$ cat src/rtl/hex7seg_dec.sv
// Hex digit to seven-segment decoder.
//   nibble : 4-bit value to display (0-F)
//   seg    : {dp, g, f, e, d, c, b, a}, active low; dp is always off
module hex7seg_dec (
    input  logic [3:0] nibble,
    output logic [7:0] seg
);

    always_comb begin
        seg = 8'hFF;
        case (nibble)
            4'h0: seg = 8'hC0;
            4'h1: seg = 8'hF9;
            4'h2: seg = 8'hA4;
            4'h3: seg = 8'hB0;
            4'h4: seg = 8'h99;
            4'h5: seg = 8'h92;
            4'h6: seg = 8'h82;
            4'h7: seg = 8'hF8;
            4'h8: seg = 8'h80;
            4'h9: seg = 8'h90;
            4'hA: seg = 8'h88;
            4'hB: seg = 8'h83;
            4'hC: seg = 8'hC6;
            4'hD: seg = 8'hA1;
            4'hE: seg = 8'h86;
            4'hF: seg = 8'h8E;
            default: seg = 8'hFF;
        endcase
    end

endmodule

$ cat config.mk
export PLATFORM = sky130hd
export DESIGN_NAME = hex7seg_dec
export DESIGN_NICKNAME = d
export VERILOG_FILES = /design/src/rtl/hex7seg_dec.sv
export SDC_FILE = /design/constraint.sdc
export NUM_CORES = 1
export LEC_CHECK = 0
export ABC_AREA = 1
export CORE_AREA = 3 3 40 42
export DETAILED_ROUTE_END_ITERATION = 12
export DIE_AREA = 0 0 43 45
export PLACE_DENSITY_LB_ADDON = 0.1
export SYNTH_ARGS = -nofsm -noshare
export SYNTH_HDL_FRONTEND = slang
export SYNTH_SLANG_ARGS = --single-unit
$ cat constraint.sdc
create_clock -name vclk -period 1.1
set_input_delay 0.22 -clock vclk [all_inputs]
set_output_delay 0.22 -clock vclk [all_outputs]
set_load 0.01 [all_outputs]
== After elaboration in Yosys (flattened, before gate mapping) ==
Memories as Yosys holds them, arrays and structs flattened.
Index checks and enable logic that the tools add are counted.

* Register bits after elaboration: 0
* Bits in read-only memories: 112
* Output and inout bits: 8
* Memories kept: 1

{| class="wikitable"
|+ Memory list
! memory !! depth !! width !! rd ports !! clocked after memory_dff !! write ports !! line !! RTL
|-
| (no name shown) || 16 || 7 || 1 || 0 || 0 || 11 || <nowiki>case (nibble)</nowiki>
|}

== Depth between registers and ports, before layout ==
Gate-level depths: netlist (run 1).
An unclocked memory read counts as a cell.

* Depth after elaboration: 1
* Mapped depth: 6

== Worst setup path after synthesis (run 1) ==
No wires, ideal clock.

* Path kind: input to output
* Start: input port nibble[0]
* End: output port seg[2]
* Arrival time: 816 ps
* Required time: 880 ps
* Slack: 64 ps
* Cell stages on the path: 4
* Cell sequence: inv_1 ha_1 nand2_1 o21ai_0

* Longest elaborated chain between the ends: 1

{| class="wikitable"
|+ RTL lines
! element !! line !! RTL
|-
| from (decl) || 5 || <nowiki>input logic [3:0] nibble,</nowiki>
|-
| memory read (16 x 7 bit) || -- ||
|-
| to (decl) || 6 || <nowiki>output logic [7:0] seg</nowiki>
|}

No other way between the ends.

== Final worst setup path (run 1) ==
* Start: input port nibble[0]
* End: output port seg[5]

The elaborated chain is that of the path after synthesis.

==> reports/results.ini, run 1 <==
[timing]
rsz0062_at_grt = true
drv_slew = 0
fin_crit_ns = 1.19
min_period_over_period_pct = 108
tns_ns = -0.389
finalSetupViolCount = 6
fmax_mhz = 841
hold_viol_final = 0
layout_setup_ws_ns = -0.0886

[critical_path]
cp_max_fo = 3
crit_chain = buf_8, buf_6, ha_4, nand2_4, o21ai_2, nand2_1, nand2_1, buf_2
worst_path_max_delay_cell = ha_4
path_class = primary input to primary output
cp_common_cell = nand2_1
required_ns = 0.88
arrival_ns = 0.97
cp-start-kind = primary input
critical_path.max_stage_delay_ns = 0.17
endpoint_kind = primary output

[synthesis]
seq_area_frac_synth_pct = 0
syn_area_sq_um = 285
syn-num-nets = 62
netlist_instances = 51
yosys.area.top_type = ha_1
synth.distinct_cells = 12
yosys_warnings = 0
synth.top_cell.area_share_pct = 30.7
synth_area_leaders = ha_1 (31%), nand2_1 (26%), nand3_1 (18%), inv_1 (7.9%), buf_6 (3.9%)
syn_area_per_cell_sq_um = 5.59

[global_routing]
grt_usage_pct = 8.71
gr-total-overflow = 0
grt_pass1_wl_mm = 1.37
grt_pass1_vias = 325
grt_start_max_net_pins = 10
antenna_found_initial = 0

[floorplanning]
start_util_pct = 22.2
dieArea_sq_um = 1940
die_w_microns = 43
die_y_microns = 45
core-area_sq_um = 1280
rows = 13
ios = 12

[job]
cap_violations = 0

[routing]
wire_per_inst_microns = 9.78
post_drt_via_cell_ratio = 4.35
drt_iter0_drc = 2
routed_wl_microns = 782
drtAntennaViolNets = 0
vias = 348
drc = 0
dr.pass1.iters = 3

[cells_and_area]
clockBufferCount = 0
stdcell_area_sq_um = 514
num-nets-final = 78
syn2layout_area_growth_pct = 80.3
drive_gt1_share_pct = 56.9
regArea_sq_um = 0
postLayoutCoreUtil_pct = 40.0
seq_cells = 0
num_antenna_cells = 0
instances_no_fill = 80

[clock_tree]
cts_hold_buffers = 0

[power_and_ir_drop]
cellLeakagePower_nw = 0.268
power_density_nw_per_um2 = 372
ir_worst_vdd_uv = 138

[place]
dp_hpwl_microns = 597
gp_congestion = 0.730
dp_slack_ns = -1.02
dpl-instance-area_sq_um = 435
placed_cells = 80
portBuffers = 11

[outcome]
status = complete, but fails checks
violations = negative setup slack

[hold_path]
min_path_type = primary input to primary output

cell usage after synthesis:
cell type	instances
o21ai_1	1
buf_4	1
nand2_1	20
ha_1	7
inv_2	1
buf_2	1
conb_1	1
o21ai_2	1
inv_1	6
nand3_1	10
buf_6	1
o21ai_0	1
path summary, 6_finish.rpt:
path / startpoint / end / slack (ns) / cells past startpoint
worst max-delay path: nibble[0] / seg[5] / -0.09 / 8
worst min-delay path: nibble[0] / seg[1] / 0.82 / 5
area by class of cell:
| cell class | count | area (sq um) |
|---|---|---|
| Fill cell | 148 | 771 |
| Inverter | 7 | 38.8 |
| Multi-Input combinational cell | 41 | 317 |
| Tap cell | 15 | 18.8 |
| Timing Repair Buffer | 17 | 140 |
stage by stage:
stage	hold WS [ns]	power [W]
6_report	0.825	0.000191
5_1_grt	0.873	0.000214
4_1_cts	0.829	0.000180
3_5_place_dp	1.59	0.000169
3_3_place_gp	1.61	0.000172
2_1_floorplan	0.586	0.0000853
where the power goes:
group	internal (W)	switching, W	leakage (nW)
Clock	0	0	0
Combinational	0.0000894	0.000102	0.268
Sequential	0	0	0
logic make-up after synthesis:
| family | synth area share, % |
|---|---|
| AOI/OAI and AO/OA | 6.58 |
| buffers and inverters | 17.5 |
| adders and majority gates | 30.7 |
| and+or+nand+nor | 43.9 |
| other | 1.31 |
critical path: cells and delay by family:
family	cells	cell delay [ns]
adders and majority gates	1	0.17
buffers and inverters	3	0.36
AOI/OAI and AO/OA	1	0.05
and+or+nand+nor	3	0.16
what timing repair did:
item	4_1_cts	5_1_grt
gates resized for setup	74	10
cloned	0	0
endpoints found under the hold margin	0	0
setup buffers	0	0
endpoints found under the setup margin	7	7
pin swaps	8	8
per-layer routing:
metal | global-route usage (%) | part of all wire (%)
met4 | 0 | 0
met1 | 12.9 | 45
met3 | 0.398 | 7.3
met2 | 15.0 | 47
met5 | 0 | 0
placed cells by master, fill, tap and decap left out:
cell,instances
buf_8,1
buf_12,1
inv_1,1
ha_2,2
buf_2,9
nand3_2,1
o21ai_2,2
inv_2,2
inv_4,3
nand2_2,4
ha_4,4
buf_6,4
o21ai_1,1
nand3_1,9
ha_1,1
nand2_1,15
conb_1,1
inv_6,1
buf_4,2
nand2_4,1
No activity file was read; power rests on OpenSTA's default activity.
==> run 2: changes to the inputs <==
CELL_PAD_IN_SITES_DETAIL_PLACEMENT = 1   (was unset)
CELL_PAD_IN_SITES_GLOBAL_PLACEMENT = 2   (was unset)
CORE_AREA = unset   (was 3 3 40 42)
CORE_MARGIN = 3   (was unset)
CORE_UTILIZATION = 21   (was unset)
DIE_AREA = unset   (was 0 0 43 45)
==> run 2 against run 1 <==
  * The run still ends with negative setup slack left
  * Setup slack improved by 0.015 ns
  * Fmax rose by 1.3%
  * Wire length rose by 42%
  * Combinational power rose by 15%
  * Clock-buffer cell count did not move
  * Cell count rose by 5.0%
  * Core utilization rose by 8.4 points
  * Cell area rose by 12%
  * Flip-flop and latch count did not move
  * Critical path type unchanged
==> reports/results.ini, run 2 (same netlist as run 1, synthesis figures left out) <==
[outcome]
status = complete, but fails checks
violations = negative setup slack

[timing]
finalSetupViolCount = 6
fmax_mhz = 852
holdWs_ns = 0.890
drv_slew = 0
tns_ns = -0.267
rsz0062_at_grt = true
min_period_over_period_pct = 107
layout_setup_ws_ns = -0.0738
fin_crit_ns = 1.17
hold_viol_final = 0

[global_routing]
grt_usage_pct = 12.9
grt_pass1_vias = 382
gr-total-overflow = 0
grt_pass1_wl_mm = 1.85
grt_start_max_net_pins = 8
antenna_found_initial = 0

[cells_and_area]
regArea_sq_um = 0
num-nets-final = 83
syn2layout_area_growth_pct = 101
seq_cells = 0
clockBufferCount = 0
layout_common_cells = nand2_1 (14), nand3_1 (9), buf_2 (9), buf_6 (6), ha_4 (5)
num_antenna_cells = 0
layout_commonest_cell = nand2_1
drive_gt1_share_pct = 60.0

[place]
portBuffers = 11
gp_congestion = 0.720
dp_hpwl_microns = 678

[hold_path]
min_to = seg[2]
min_delay_path_depth = 4
min_path_type = primary input to primary output
min-delay-start = nibble[3]

[floorplanning]
core-area_sq_um = 1190
die_y_microns = 42.9
die_w_microns = 42.9
rows = 12
dieArea_sq_um = 1840
ios = 12
start_util_pct = 24.1

[routing]
drc = 0
post_drt_via_cell_ratio = 4.43
dr.pass1.iters = 4
drt_iter0_drc = 3
drtAntennaViolNets = 0
routed_wl_mm = 1.11
wire_per_inst_microns = 13.3
vias = 372

[power_and_ir_drop]
cellLeakagePower_nw = 0.302
power_density_nw_per_um2 = 381
ir_worst_vdd_uv = 159
report.power.total_w = 0.000219

[critical_path]
cp_max_fo = 4
cp-start-kind = primary input
required_ns = 0.88
path_class = primary input to primary output
worst_path_max_delay_cell = ha_4
cp_common_cell = nand2_1
endpoint_kind = primary output
arrival_ns = 0.95
crit_chain = buf_12, inv_8, buf_6, ha_4, nand2_4, nand2_2, nand2_1, nand2_1, buf_2
critical_path.max_stage_delay_ns = 0.15

[job]
cap_violations = 0

[clock_tree]
cts_hold_buffers = 0

-- run 2: metal layers --
metal	vias to the layer above	part of all wire [%]	track usage, %	wire, microns
met5	-	0	0	0
met4	0	0	0	0
met3	0	3.8	0	42
met2	8	54	25.7	606
met1	167	42	15.8	465
li1	197	-	-	-
-- run 2: timing repair --
action | CTS | global route
setup buffers | 1 | 0
cloned | 1 | 0
pin swaps | 7 | 0
setup endpoints to repair | 7 | 7
gates resized for setup | 78 | 9
hold endpoints to repair | 0 | 0
-- run 2: worst max path at each step --
stage	start	endpoint	slack, ns	cells past startpoint
final	nibble[0]	seg[3]	-0.07	9
after global routing	nibble[0]	seg[3]	-0.15	9
after CTS	nibble[0]	seg[3]	-0.07	9
after detailed placement	nibble[0]	seg[3]	-1.04	7
after global placement	nibble[0]	seg[3]	-1.03	7
after floorplan	nibble[0]	seg[2]	0.06	4
-- run 2: area by class of cell --
cell class | instances | area, sq um
Fill cell | 164 | 612
Inverter | 7 | 43.8
Multi-Input combinational cell | 41 | 330
Tap cell | 14 | 17.5
Timing Repair Buffer | 22 | 183
-- run 2: critical path, delay by kind of cell --
family,cells,cell delay (ns)
AND/OR/NAND/NOR,4,0.21
buffers and inverters,4,0.38
adder cells (fa/ha/maj),1,0.15
-- run 2: report_power, final --
part	internal, W	switching, W
combinational	0.000104	0.000115
sequential	0	0
clock	0	0
-- run 2: per-stage QoR --
step	util (%)	instance area (sq um)	cells	setup slack, ns
floorplan	-	285	51	0.0635
global placement	38.5	457	82	-1.03
detailed placement	38.5	457	82	-1.04
CTS	46.7	554	84	-0.0709
global route	48.4	574	84	-0.149
finish	48.4	574	84	-0.0738
==> run 3: changes to the inputs <==
ABC_AREA = unset   (was 1)
CORE_AREA = 3 3 40 42   (was unset)
CORE_MARGIN = unset   (was 3)
CORE_UTILIZATION = unset   (was 21)
DIE_AREA = 0 0 43 45   (was unset)
GPL_ROUTABILITY_DRIVEN = 0   (was unset)
SETUP_SLACK_MARGIN = 0.4   (was unset)
==> run 3 against run 2 <==
  * Power increased by 10%
  * The run still ends with negative setup slack left
  * Wire length decreased by 20%
  * Combinational power grew 10%
  * Largest cell class unchanged
  * Die area increased by 5.4%
  * Setup slack worse by 0.41 ns
  * Cell count shrank 9.5%
  * First-iteration DRC count down 100%
  * Global-route usage is 2.9 points lower
  * Critical endpoint unchanged
  * Cell area up 6.3%
==> reports/results.ini, run 3 <==
[floorplanning]
rows = 13
start_util_pct = 22.3
core-area_sq_um = 1280
die_w_microns = 43
ios = 12
dieArea_sq_um = 1940
die_y_microns = 45

[cells_and_area]
num_antenna_cells = 0
clockBufferCount = 0
multiInputGateArea_sq_um = 322
seq_cells = 0
n_fill_cell = 147
drive_gt1_share_pct = 73.8
layout_commonest_cell = buf_4
regArea_sq_um = 0
num-nets-final = 74
layout_common_cells = buf_4 (15), buf_6 (6), buf_2 (6), nor2_1 (4), ha_4 (4)
syn2layout_area_growth_pct = 113

[synthesis]
synth.distinct_cells = 17
seq_area_frac_synth_pct = 0
netlist_instances = 34
yosysMostFrequentCell = ha_1
synth_area_leaders = ha_1 (31%), mux2i_1 (14%), mux4_1 (9.2%), nor2_1 (6.6%), a22o_1 (6.1%)
yosys.area.top_type = ha_1
syn_area_sq_um = 287
yosys_warnings = 0
synth.top_cell.area_share_pct = 30.6
syn_area_per_cell_sq_um = 8.43
syn-num-nets = 45
synth_common_cells = ha_1 (7), nor2_1 (5), mux2i_1 (4)

[power_and_ir_drop]
cellLeakagePower_nw = 0.296
report.power.total_w = 0.000241
power_density_nw_per_um2 = 395
ir_worst_vdd_uv = 144

[critical_path]
path_class = primary input to primary output
required_ns = 0.88
critical_path.max_stage_delay_ns = 0.47
endpoint_kind = primary output
worst_path_max_delay_cell = mux4_2
crit_chain = buf_6, buf_8, buf_4, ha_4, mux4_2, buf_6
arrival_ns = 1.37
crit_family = buffers and inverters
cp-start-kind = primary input
cp_common_cell = buf_6
cp_max_fo = 4
critPathBufInv = 4

[routing]
wire_per_inst_microns = 11.8
vias = 339
dr.pass1.iters = 1
drt_iter0_drc = 0
drc = 0
post_drt_via_cell_ratio = 4.46
drtAntennaViolNets = 0
routed_wl_microns = 893

[job]
cap_violations = 0

[hold_path]
min_to = seg[1]
min_path_type = primary input to primary output
min_delay_path_depth = 4
min-delay-start = nibble[0]

[outcome]
violations = negative setup slack
status = complete, but fails checks

[timing]
holdWs_ns = 0.990
finalSetupViolCount = 7
rsz0062_at_grt = true
layout_setup_ws_ns = -0.488
fin_crit_ns = 1.59
fmax_mhz = 630
hold_viol_final = 0
min_period_over_period_pct = 144
drv_slew = 0

[global_routing]
use_met2_pct = 20.1
top_usage_layer = met2
antenna_found_initial = 0
use_met3_pct = 1.20
grt_use_met1_pct = 11.2
gr-total-overflow = 0
grt_pass1_vias = 358
grt_pass1_wl_mm = 1.56
grt_start_max_net_pins = 7
grt_usage_pct = 9.96

[place]
portBuffers = 11
dp_hpwl_microns = 763
dp_slack_ns = -1.28

[clock_tree]
cts_hold_buffers = 0

[run 3: changes by cell type in the layout (fill, tap and decap cells not counted), sizes merged, moves of 4 or more]
| cell | delta |
|---|---|
| buf | +7 |
| inv | -4 |
| mux2i | +4 |
| nand2 | -19 |
| nand3 | -10 |
| nor2 | +5 |
[run 3: metal layers]
metal,vias to the layer above,wire length (microns),share of wire [%]
met2,7,514,58
met1,161,333,37
met5,-,0,0
met3,0,45,5.0
li1,171,-,-
met4,0,0,0
[run 3: per-stage QoR]
stage	instances	TNS (ns)	utilization [%]	instance area [sq um]
after detailed placement	73	-8.49	42.6	548
final	76	-2.98	47.5	611
after global routing	76	-3.29	47.5	611
after CTS	75	-2.98	44.4	571
after floorplan	34	-0.306	-	323
after global placement	73	-8.28	42.6	548
[run 3: timing repair]
item | 4_1_cts | 5_1_grt
setup buffers | 2 | 1
cloned | 0 | 0
pin swaps | 2 | 3
endpoints found under the setup margin | 7 | 7
gates resized for setup | 52 | 6
[run 3: how the worst max path moves through the flow]
stage / slack [ns] / start / to / depth (start not counted)
floorplan: -0.14 / nibble[0] / seg[3] / 4
global placement: -1.26 / nibble[1] / seg[0] / 8
detailed placement: -1.28 / nibble[1] / seg[3] / 6
CTS: -0.51 / nibble[1] / seg[0] / 8
global route: -0.52 / nibble[1] / seg[3] / 6
finish: -0.49 / nibble[1] / seg[3] / 6
[run 3: where the power goes]
| part | internal [W] | leakage (nW) | total [W] | switching [W] |
|---|---|---|---|---|
| clock | 0 | 0 | 0 | 0 |
| combinational | 0.000136 | 0.296 | 0.000241 | 0.000106 |
| sequential | 0 | 0 | 0 | 0 |
[run 3: kinds of logic (layout without fill, tap and decap cells)]
group	Yosys count	count (layout)	synth area share [%]
multiplexers	6	6	27.1
adder cells (fa/ha/maj)	7	7	30.6
AO/OA/AOI/OAI	6	6	14.8
AND/OR/NAND/NOR	8	8	14.0
buffers and inverters	6	33	12.2
other	1	1	1.31
[run 3: final cells by class]
class | count | area share [%]
inverter | 3 | 4.51
timing repair buffer | 30 | 39.8
tap | 15 | 3.07
multi-input combinational | 28 | 52.7
